## src/rtl/cam_capture_rgb444_if.sv

```systemverilog
// Frame-buffer write path: camera byte bus in, linear RGB444 write port out.
// The master is the capture stage. The slave is the camera and frame-buffer side.
interface cam_capture_rgb444_if #(
    parameter int AW = 15,
    parameter int DW = 12
);
    logic          vsync;
    logic          href;
    logic [7:0]    px_data;
    logic [AW-1:0] addr_in;
    logic [DW-1:0] data_in;
    logic          regwrite;

    modport master (
        input  vsync, href, px_data,
        output addr_in, data_in, regwrite
    );

    modport slave (
        output vsync, href, px_data,
        input  addr_in, data_in, regwrite
    );
endinterface

```

## src/rtl/cam_capture_rgb444.sv

```systemverilog
// Camera RGB565 byte-pair capture into a linear RGB444 frame-buffer write port; write strobe follows second byte by one cycle.
// No backpressure: the camera cannot be stalled, so pixels beyond MAX_PIX are dropped and flagged in a sticky overflow bit.
module cam_capture_rgb444 #(
    parameter int AW      = 15,
    parameter int DW      = 12,
    parameter int MAX_PIX = 19200
) (
    input  logic                 clk_i,
    input  logic                 rst_n_i,
    input  logic                 capture_en_i,
    input  logic                 single_shot_i,
    cam_capture_rgb444_if.master bus,
    output logic                 frame_done_o,
    output logic                 busy_o,
    output logic                 overflow_o,
    output logic [AW-1:0]        pix_count_o
);
    typedef enum logic [1:0] {WAIT_FS, BYTE1, BYTE2, DONE} state_t;

    localparam logic [AW-1:0] MAX_C = AW'(MAX_PIX);

    state_t        state_q, state_d;
    logic          vsync_q, cen_q;
    logic          armed_q, armed_d;
    logic [AW-1:0] cnt_q, cnt_d;
    logic [AW-1:0] addr_q, addr_d;
    logic [AW-1:0] pix_q, pix_d;
    logic [DW-1:0] data_q, data_d;
    logic [3:0]    r_q, r_d;
    logic [2:0]    ghi_q, ghi_d;
    logic          wr_q, wr_d;
    logic          done_q, done_d;
    logic          busy_q, busy_d;
    logic          ovf_q, ovf_d;
    logic          frame_start, frame_end;

    assign frame_start = vsync_q & ~bus.vsync;
    assign frame_end   = ~vsync_q & bus.vsync;

    always_comb begin
        state_d = state_q;
        armed_d = armed_q;
        cnt_d   = cnt_q;
        addr_d  = addr_q;
        pix_d   = pix_q;
        data_d  = data_q;
        r_d     = r_q;
        ghi_d   = ghi_q;
        wr_d    = 1'b0;
        done_d  = 1'b0;
        busy_d  = busy_q;
        ovf_d   = ovf_q;

        if (capture_en_i && !cen_q) begin
            armed_d = 1'b1;
        end

        unique case (state_q)
            WAIT_FS, DONE: begin
                state_d = WAIT_FS;
                if (frame_start && capture_en_i && armed_q) begin
                    state_d = BYTE1;
                    cnt_d   = '0;
                    ovf_d   = 1'b0;
                    busy_d  = 1'b1;
                end
            end
            BYTE1, BYTE2: begin
                if (frame_end) begin
                    state_d = DONE;
                    done_d  = 1'b1;
                    pix_d   = cnt_q;
                    busy_d  = 1'b0;
                    if (single_shot_i) begin
                        armed_d = 1'b0;
                    end
                end else if (frame_start) begin
                    // vsync glitch without a visible frame end: restart the frame silently
                    state_d = BYTE1;
                    cnt_d   = '0;
                    ovf_d   = 1'b0;
                end else if (state_q == BYTE1) begin
                    if (bus.href) begin
                        r_d     = bus.px_data[7:4];
                        ghi_d   = bus.px_data[2:0];
                        state_d = BYTE2;
                    end
                end else begin
                    // href low here means an odd byte count on the line; the half pixel is dropped
                    state_d = BYTE1;
                    if (bus.href) begin
                        if (cnt_q != MAX_C) begin
                            wr_d   = 1'b1;
                            addr_d = cnt_q;
                            data_d = DW'({r_q, ghi_q, bus.px_data[7], bus.px_data[4:1]});
                            cnt_d  = cnt_q + 1'b1;
                        end else begin
                            ovf_d = 1'b1;
                        end
                    end
                end
            end
            default: state_d = WAIT_FS;
        endcase
    end

    always_ff @(posedge clk_i or negedge rst_n_i) begin
        if (!rst_n_i) begin
            state_q <= WAIT_FS;
            vsync_q <= 1'b1;
            cen_q   <= 1'b0;
            armed_q <= 1'b1;
            cnt_q   <= '0;
            addr_q  <= '0;
            pix_q   <= '0;
            data_q  <= '0;
            r_q     <= '0;
            ghi_q   <= '0;
            wr_q    <= 1'b0;
            done_q  <= 1'b0;
            busy_q  <= 1'b0;
            ovf_q   <= 1'b0;
        end else begin
            state_q <= state_d;
            vsync_q <= bus.vsync;
            cen_q   <= capture_en_i;
            armed_q <= armed_d;
            cnt_q   <= cnt_d;
            addr_q  <= addr_d;
            pix_q   <= pix_d;
            data_q  <= data_d;
            r_q     <= r_d;
            ghi_q   <= ghi_d;
            wr_q    <= wr_d;
            done_q  <= done_d;
            busy_q  <= busy_d;
            ovf_q   <= ovf_d;
        end
    end

    assign bus.addr_in  = addr_q;
    assign bus.data_in  = data_q;
    assign bus.regwrite = wr_q;
    assign frame_done_o = done_q;
    assign busy_o       = busy_q;
    assign overflow_o   = ovf_q;
    assign pix_count_o  = pix_q;
endmodule

```

## src/flat_wrapper.sv

```systemverilog
// flat-port wrapper written by rule: the top's interface ports become plain ports
module cam_capture_rgb444_flat 
#(
    parameter int AW      = 15,
    parameter int DW      = 12,
    parameter int MAX_PIX = 19200
)
  (clk_i, rst_n_i, capture_en_i, single_shot_i, frame_done_o, busy_o, overflow_o, pix_count_o, bus_vsync, bus_href, bus_px_data, bus_addr_in, bus_data_in, bus_regwrite);
  cam_capture_rgb444_if #(.AW(AW), .DW(DW)) bus_i ();
  input  logic clk_i;
  input  logic rst_n_i;
  input  logic capture_en_i;
  input  logic single_shot_i;
  output logic frame_done_o;
  output logic busy_o;
  output logic overflow_o;
  output logic [AW-1:0] pix_count_o;
  input wire logic [$bits(bus_i.vsync)-1:0] bus_vsync;
  input wire logic [$bits(bus_i.href)-1:0] bus_href;
  input wire logic [$bits(bus_i.px_data)-1:0] bus_px_data;
  output wire logic [$bits(bus_i.addr_in)-1:0] bus_addr_in;
  output wire logic [$bits(bus_i.data_in)-1:0] bus_data_in;
  output wire logic [$bits(bus_i.regwrite)-1:0] bus_regwrite;
  assign bus_i.vsync = bus_vsync;
  assign bus_i.href = bus_href;
  assign bus_i.px_data = bus_px_data;
  assign bus_addr_in = bus_i.addr_in;
  assign bus_data_in = bus_i.data_in;
  assign bus_regwrite = bus_i.regwrite;
  cam_capture_rgb444 #(.AW(AW), .DW(DW), .MAX_PIX(MAX_PIX)) u_core (.clk_i(clk_i), .rst_n_i(rst_n_i), .capture_en_i(capture_en_i), .single_shot_i(single_shot_i), .bus(bus_i), .frame_done_o(frame_done_o), .busy_o(busy_o), .overflow_o(overflow_o), .pix_count_o(pix_count_o));
endmodule
```

## config.mk

```make
export PLATFORM = sky130hd
export DESIGN_NAME = cam_capture_rgb444_flat
export DESIGN_NICKNAME = d
export VERILOG_FILES = /design/src/rtl/cam_capture_rgb444_if.sv /design/src/rtl/cam_capture_rgb444.sv /design/src/flat_wrapper.sv
export SDC_FILE = /design/constraint.sdc
export NUM_CORES = 1
export LEC_CHECK = 0
export CORE_MARGIN = 2
export CORE_UTILIZATION = 25
export DETAILED_ROUTE_END_ITERATION = 8
export PLACE_DENSITY = 0.57
export SYNTH_ARGS = -nofsm -noshare
export SYNTH_HDL_FRONTEND = slang
export SYNTH_SLANG_ARGS = --single-unit
```

## constraint.sdc

```tcl
create_clock -name clk_i -period 2.3 [get_ports clk_i]
set_input_delay 0.46 -clock clk_i [delete_from_list [all_inputs] [get_ports clk_i]]
set_output_delay 0.46 -clock clk_i [all_outputs]
set_load 0.05 [all_outputs]
```

==> results of run 1 <==
## stage by stage
stage / setup TNS, ns / util [%] / std cells
6_report: 0 / 36.2 / 548
5_1_grt: 0 / 36.2 / 548
4_1_cts: 0 / 36.0 / 547
3_5_place_dp: -4.99 / 33.6 / 531
3_3_place_gp: -4.08 / 33.6 / 531
2_1_floorplan: 0 / - / 277
## kinds of logic (layout without fill, tap and decap cells)
group           count (synthesis)  count (layout)  synth area share, %
buf+inv                        23             122                 3.52
xor+xnor                        2               2                0.555
compound gates                 52              52                 9.70
fa+ha+maj                       5               5                 1.98
simple gates                   93              93                 13.9
mux                            29              29                 12.5
flops                          73              73                 57.9
## cell usage in the layout, fill, tap and decap left out, types with 3 or more instances in the layout
cell type / instances
sky130_fd_sc_hd__dfrtp_1: 71
sky130_fd_sc_hd__clkdlybuf4s50_1: 58
sky130_fd_sc_hd__nand2_1: 52
sky130_fd_sc_hd__buf_4: 32
sky130_fd_sc_hd__o21ai_0: 23
sky130_fd_sc_hd__mux2_4: 18
sky130_fd_sc_hd__a21oi_1: 14
sky130_fd_sc_hd__inv_1: 13
sky130_fd_sc_hd__mux2_2: 11
sky130_fd_sc_hd__nor2_1: 9
sky130_fd_sc_hd__clkbuf_16: 9
sky130_fd_sc_hd__or3_1: 7
sky130_fd_sc_hd__a31oi_1: 6
sky130_fd_sc_hd__and3_1: 4
sky130_fd_sc_hd__ha_1: 4
sky130_fd_sc_hd__clkinv_2: 4
sky130_fd_sc_hd__nor4_1: 3
sky130_fd_sc_hd__nand4_1: 3
sky130_fd_sc_hd__and4_1: 3
sky130_fd_sc_hd__nand3_1: 3
sky130_fd_sc_hd__buf_12: 3
## worst paths after layout
path                                              from                endpoint  cells past startpoint
worst min register to register  u_core.bus.addr_in[10]  u_core.bus.addr_in[10]                      2
min in group clk_i              u_core.bus.addr_in[10]  u_core.bus.addr_in[10]                      2
worst max register to register         u_core.cnt_q[0]   u_core.bus.data_in[1]                      7
worst max-delay path                   u_core.cnt_q[0]   u_core.bus.data_in[1]                      7
worst min-delay path                           rst_n_i   u_core.pix_count_o[6]                      1
max in group asynchronous                      rst_n_i          u_core.vsync_q                      2
## power by group through the flow
stage          sequential, W  clock (W)  combinational [W]
2_1_floorplan        0.00235          0           0.000664
5_1_grt              0.00175    0.00148            0.00220
3_3_place_gp         0.00172          0            0.00201
6_report             0.00171    0.00137            0.00204
4_1_cts              0.00172    0.00142            0.00203
3_5_place_dp         0.00174          0            0.00203
## critical path: cells and delay by family (launching register included)
kind,cells,cell delay [ns]
simple gates,3,0.90
buf+inv,2,0.26
flops,1,0.34
mux,1,0.31
fa+ha+maj,1,0.21
## timing repair
item | 4_1_cts | 5_1_grt
resized for setup | 0 | 3
setup buffers | 0 | 1
endpoints found under the setup margin | 0 | 5
## state kept, by name (all words and copies together) (netlist names), 2 cells and up
name and flops:
u_core.bus.addr_in 15, u_core.cnt_q 15, u_core.pix_count_o 15, u_core.bus.data_in 12, u_core.r_q 4, u_core.ghi_q 3, u_core.state_q 2
## cell type report
class,count,area (um2),area share (%)
Clock inverter,6,57.6,1.28
Multi-Input combinational cell,181,1240,27.4
Tap cell,172,215,4.77
Clock buffer,10,239,5.30
Inverter,13,48.8,1.08
Timing Repair Buffer,93,881,19.5
Sequential cell,73,1830,40.6
## routing by layer
metal,global-route usage [%],part of all wire (%),wire length (um)
met1,16.2,49,3650
met2,18.2,45,3350
met3,3.32,4.3,316
met4,3.89,1.4,102
met5,0,0,0
==> run metrics, run 1 <==
top-area cell type share of the netlist area=56.2%; total routing usage reported by global routing=a little under an eighth; clock edge transition at the registers on the reported setup and hold paths=0.06 ns; type of the tightest min-delay check=primary input to async pin; actual slew at the worst max-slew pin=0.555 ns; total global routing overflow=0; combinational share of power=between 30% and 40%; post-route design area=4510 um2; Worst Path Arrival=about 2.4 ns; placer congestion estimate=between 0.8 and 0.9; maximum net fanout on the critical path=31; TritonCTS buffer count=9; quantity of hold-fixing buffers added after cts=0; number of synthesized flops with an enable pin=0; run status=finished clean; residual DRC count=0; Gate Count Post-Synth=around 280; vias in the first global route=approximately 2400; fin worst setup slack=between 0.1 and 0.15 ns; final clock period utilization by the worst path=between 90 and 100%; wire length of the first global-routing pass=approximately 12000 um; switching part of the total=approximately 36%; Seq cells post-synth=73; top area cells in the synthesized netlist=sky130_fd_sc_hd__dfrtp_1, sky130_fd_sc_hd__mux2_4, sky130_fd_sc_hd__nand2_1; Ant. Diodes=0; total routed wirelength=around 7400 um; ratio of total power to cell area=1140 nW/um2; std cell rows=just over 40; peak supply drop=around 0.34 mV; achievable clock frequency=~0.46 GHz; average wire per standard cell=around 14 um; Layout Skew=roughly 0.0061 ns; clock root cell=sky130_fd_sc_hd__clkbuf_16; register share of total power=33.3%; switching power total=roughly 0.0019 W; Initial Utilization=between 20% and 30%; # setup viols final=0; PortBufs=around 60; Die X=116 um; Clock Power Share=26.8%; Leakage Power=2.10 nW; number of nets in the synthesized netlist=just under 300; vias per std cell=about 4.3; pre-CTS worst setup slack=-0.264 ns; CTS tree=built; WP data required=around 2.5 ns; post-synthesis instance area=around 3200 um2; main flop type after synthesis=sky130_fd_sc_hd__dfrtp_1; placement-stage cell area=~4200 um2; worst slew margin relative to its limit=roughly 63%; proportion of register bits with asynchronous set or reset after synthesis=100%; most area-hungry cell type in the Yosys netlist=sky130_fd_sc_hd__dfrtp_1; worst hold-check slack=about 0.12 ns; IO Count=60; count of final max-slew check failures=0; max-cap viol count=0; minimum clock period after layout=around 2.2 ns; TritonCTS Sinks=73; post-synthesis cell type count=38; crit-path max cell delay=approximately 0.50 ns; internal power=roughly 0.0033 W; vertical extent of the die=between 100 and 150 um; number of nets in the layout=between 300 and 400; list of cells traversed by the critical path=inv_1 -> ha_1 -> and3b_1 -> and4_1 -> or4_4 -> buf_12 -> mux2_4; setup slack on the worst flop-to-flop path=approximately 0.14 ns; startpoint class of the critical path=flop; Yosys Warn Count=0; initial antenna violation count=0; overall power of the completed layout=0.00513 W; Worst Setup Path Type=flop to flop; category of the worst setup path capture point=flop; post-detailed-placement half-perimeter wirelength=5390 um; most common library cells after synthesis=sky130_fd_sc_hd__dfrtp_1, sky130_fd_sc_hd__nand2_1, sky130_fd_sc_hd__o21ai_0, sky130_fd_sc_hd__mux2_4, sky130_fd_sc_hd__a21oi_1; Pre-antenna DRT Iters=4; overall via count from detail_route=roughly 2400; area grow syn2layout=42.7%; fraction of layout instances using a drive strength above 1=between 20% and 30%; area enclosed by the die boundary=13600 um2; Iter 0 DRT Violations=around 160; sequential element share of the synthesized area=between 50 and 60%; pin count of the biggest net entering global routing=42; unrepaired setup endpoints after global routing=no; dominant cell by count in the synthesized netlist=sky130_fd_sc_hd__dfrtp_1; clock insertion delay at the later pin of the skew report=approximately 0.33 ns; number of hold-slack violations in the final timing report=0; H-tree levels=3; Antenna Nets Post-Route=0; FILL cells=around 1200; Mapped Avg Cell Area=around 11 um2; clock tree buffer depth=2; Critical Path Slowest Stage Cell=sky130_fd_sc_hd__or4_4; area of the core region=between 10000 and 15000 um2
Note: power is estimated with default switching activity, not from simulation.
==> inputs of run 2 (changes only) <==
--- a/config.mk
+++ b/config.mk
@@ -7,6 +7,7 @@
 export LEC_CHECK = 0
 export CORE_MARGIN = 2
 export CORE_UTILIZATION = 25
+export CTS_CLUSTER_SIZE = 30
 export DETAILED_ROUTE_END_ITERATION = 8
 export PLACE_DENSITY = 0.57
 export SYNTH_ARGS = -nofsm -noshare
==> results of run 2 <==
The final DEF is identical to that of run 1; final timing and power are the same.
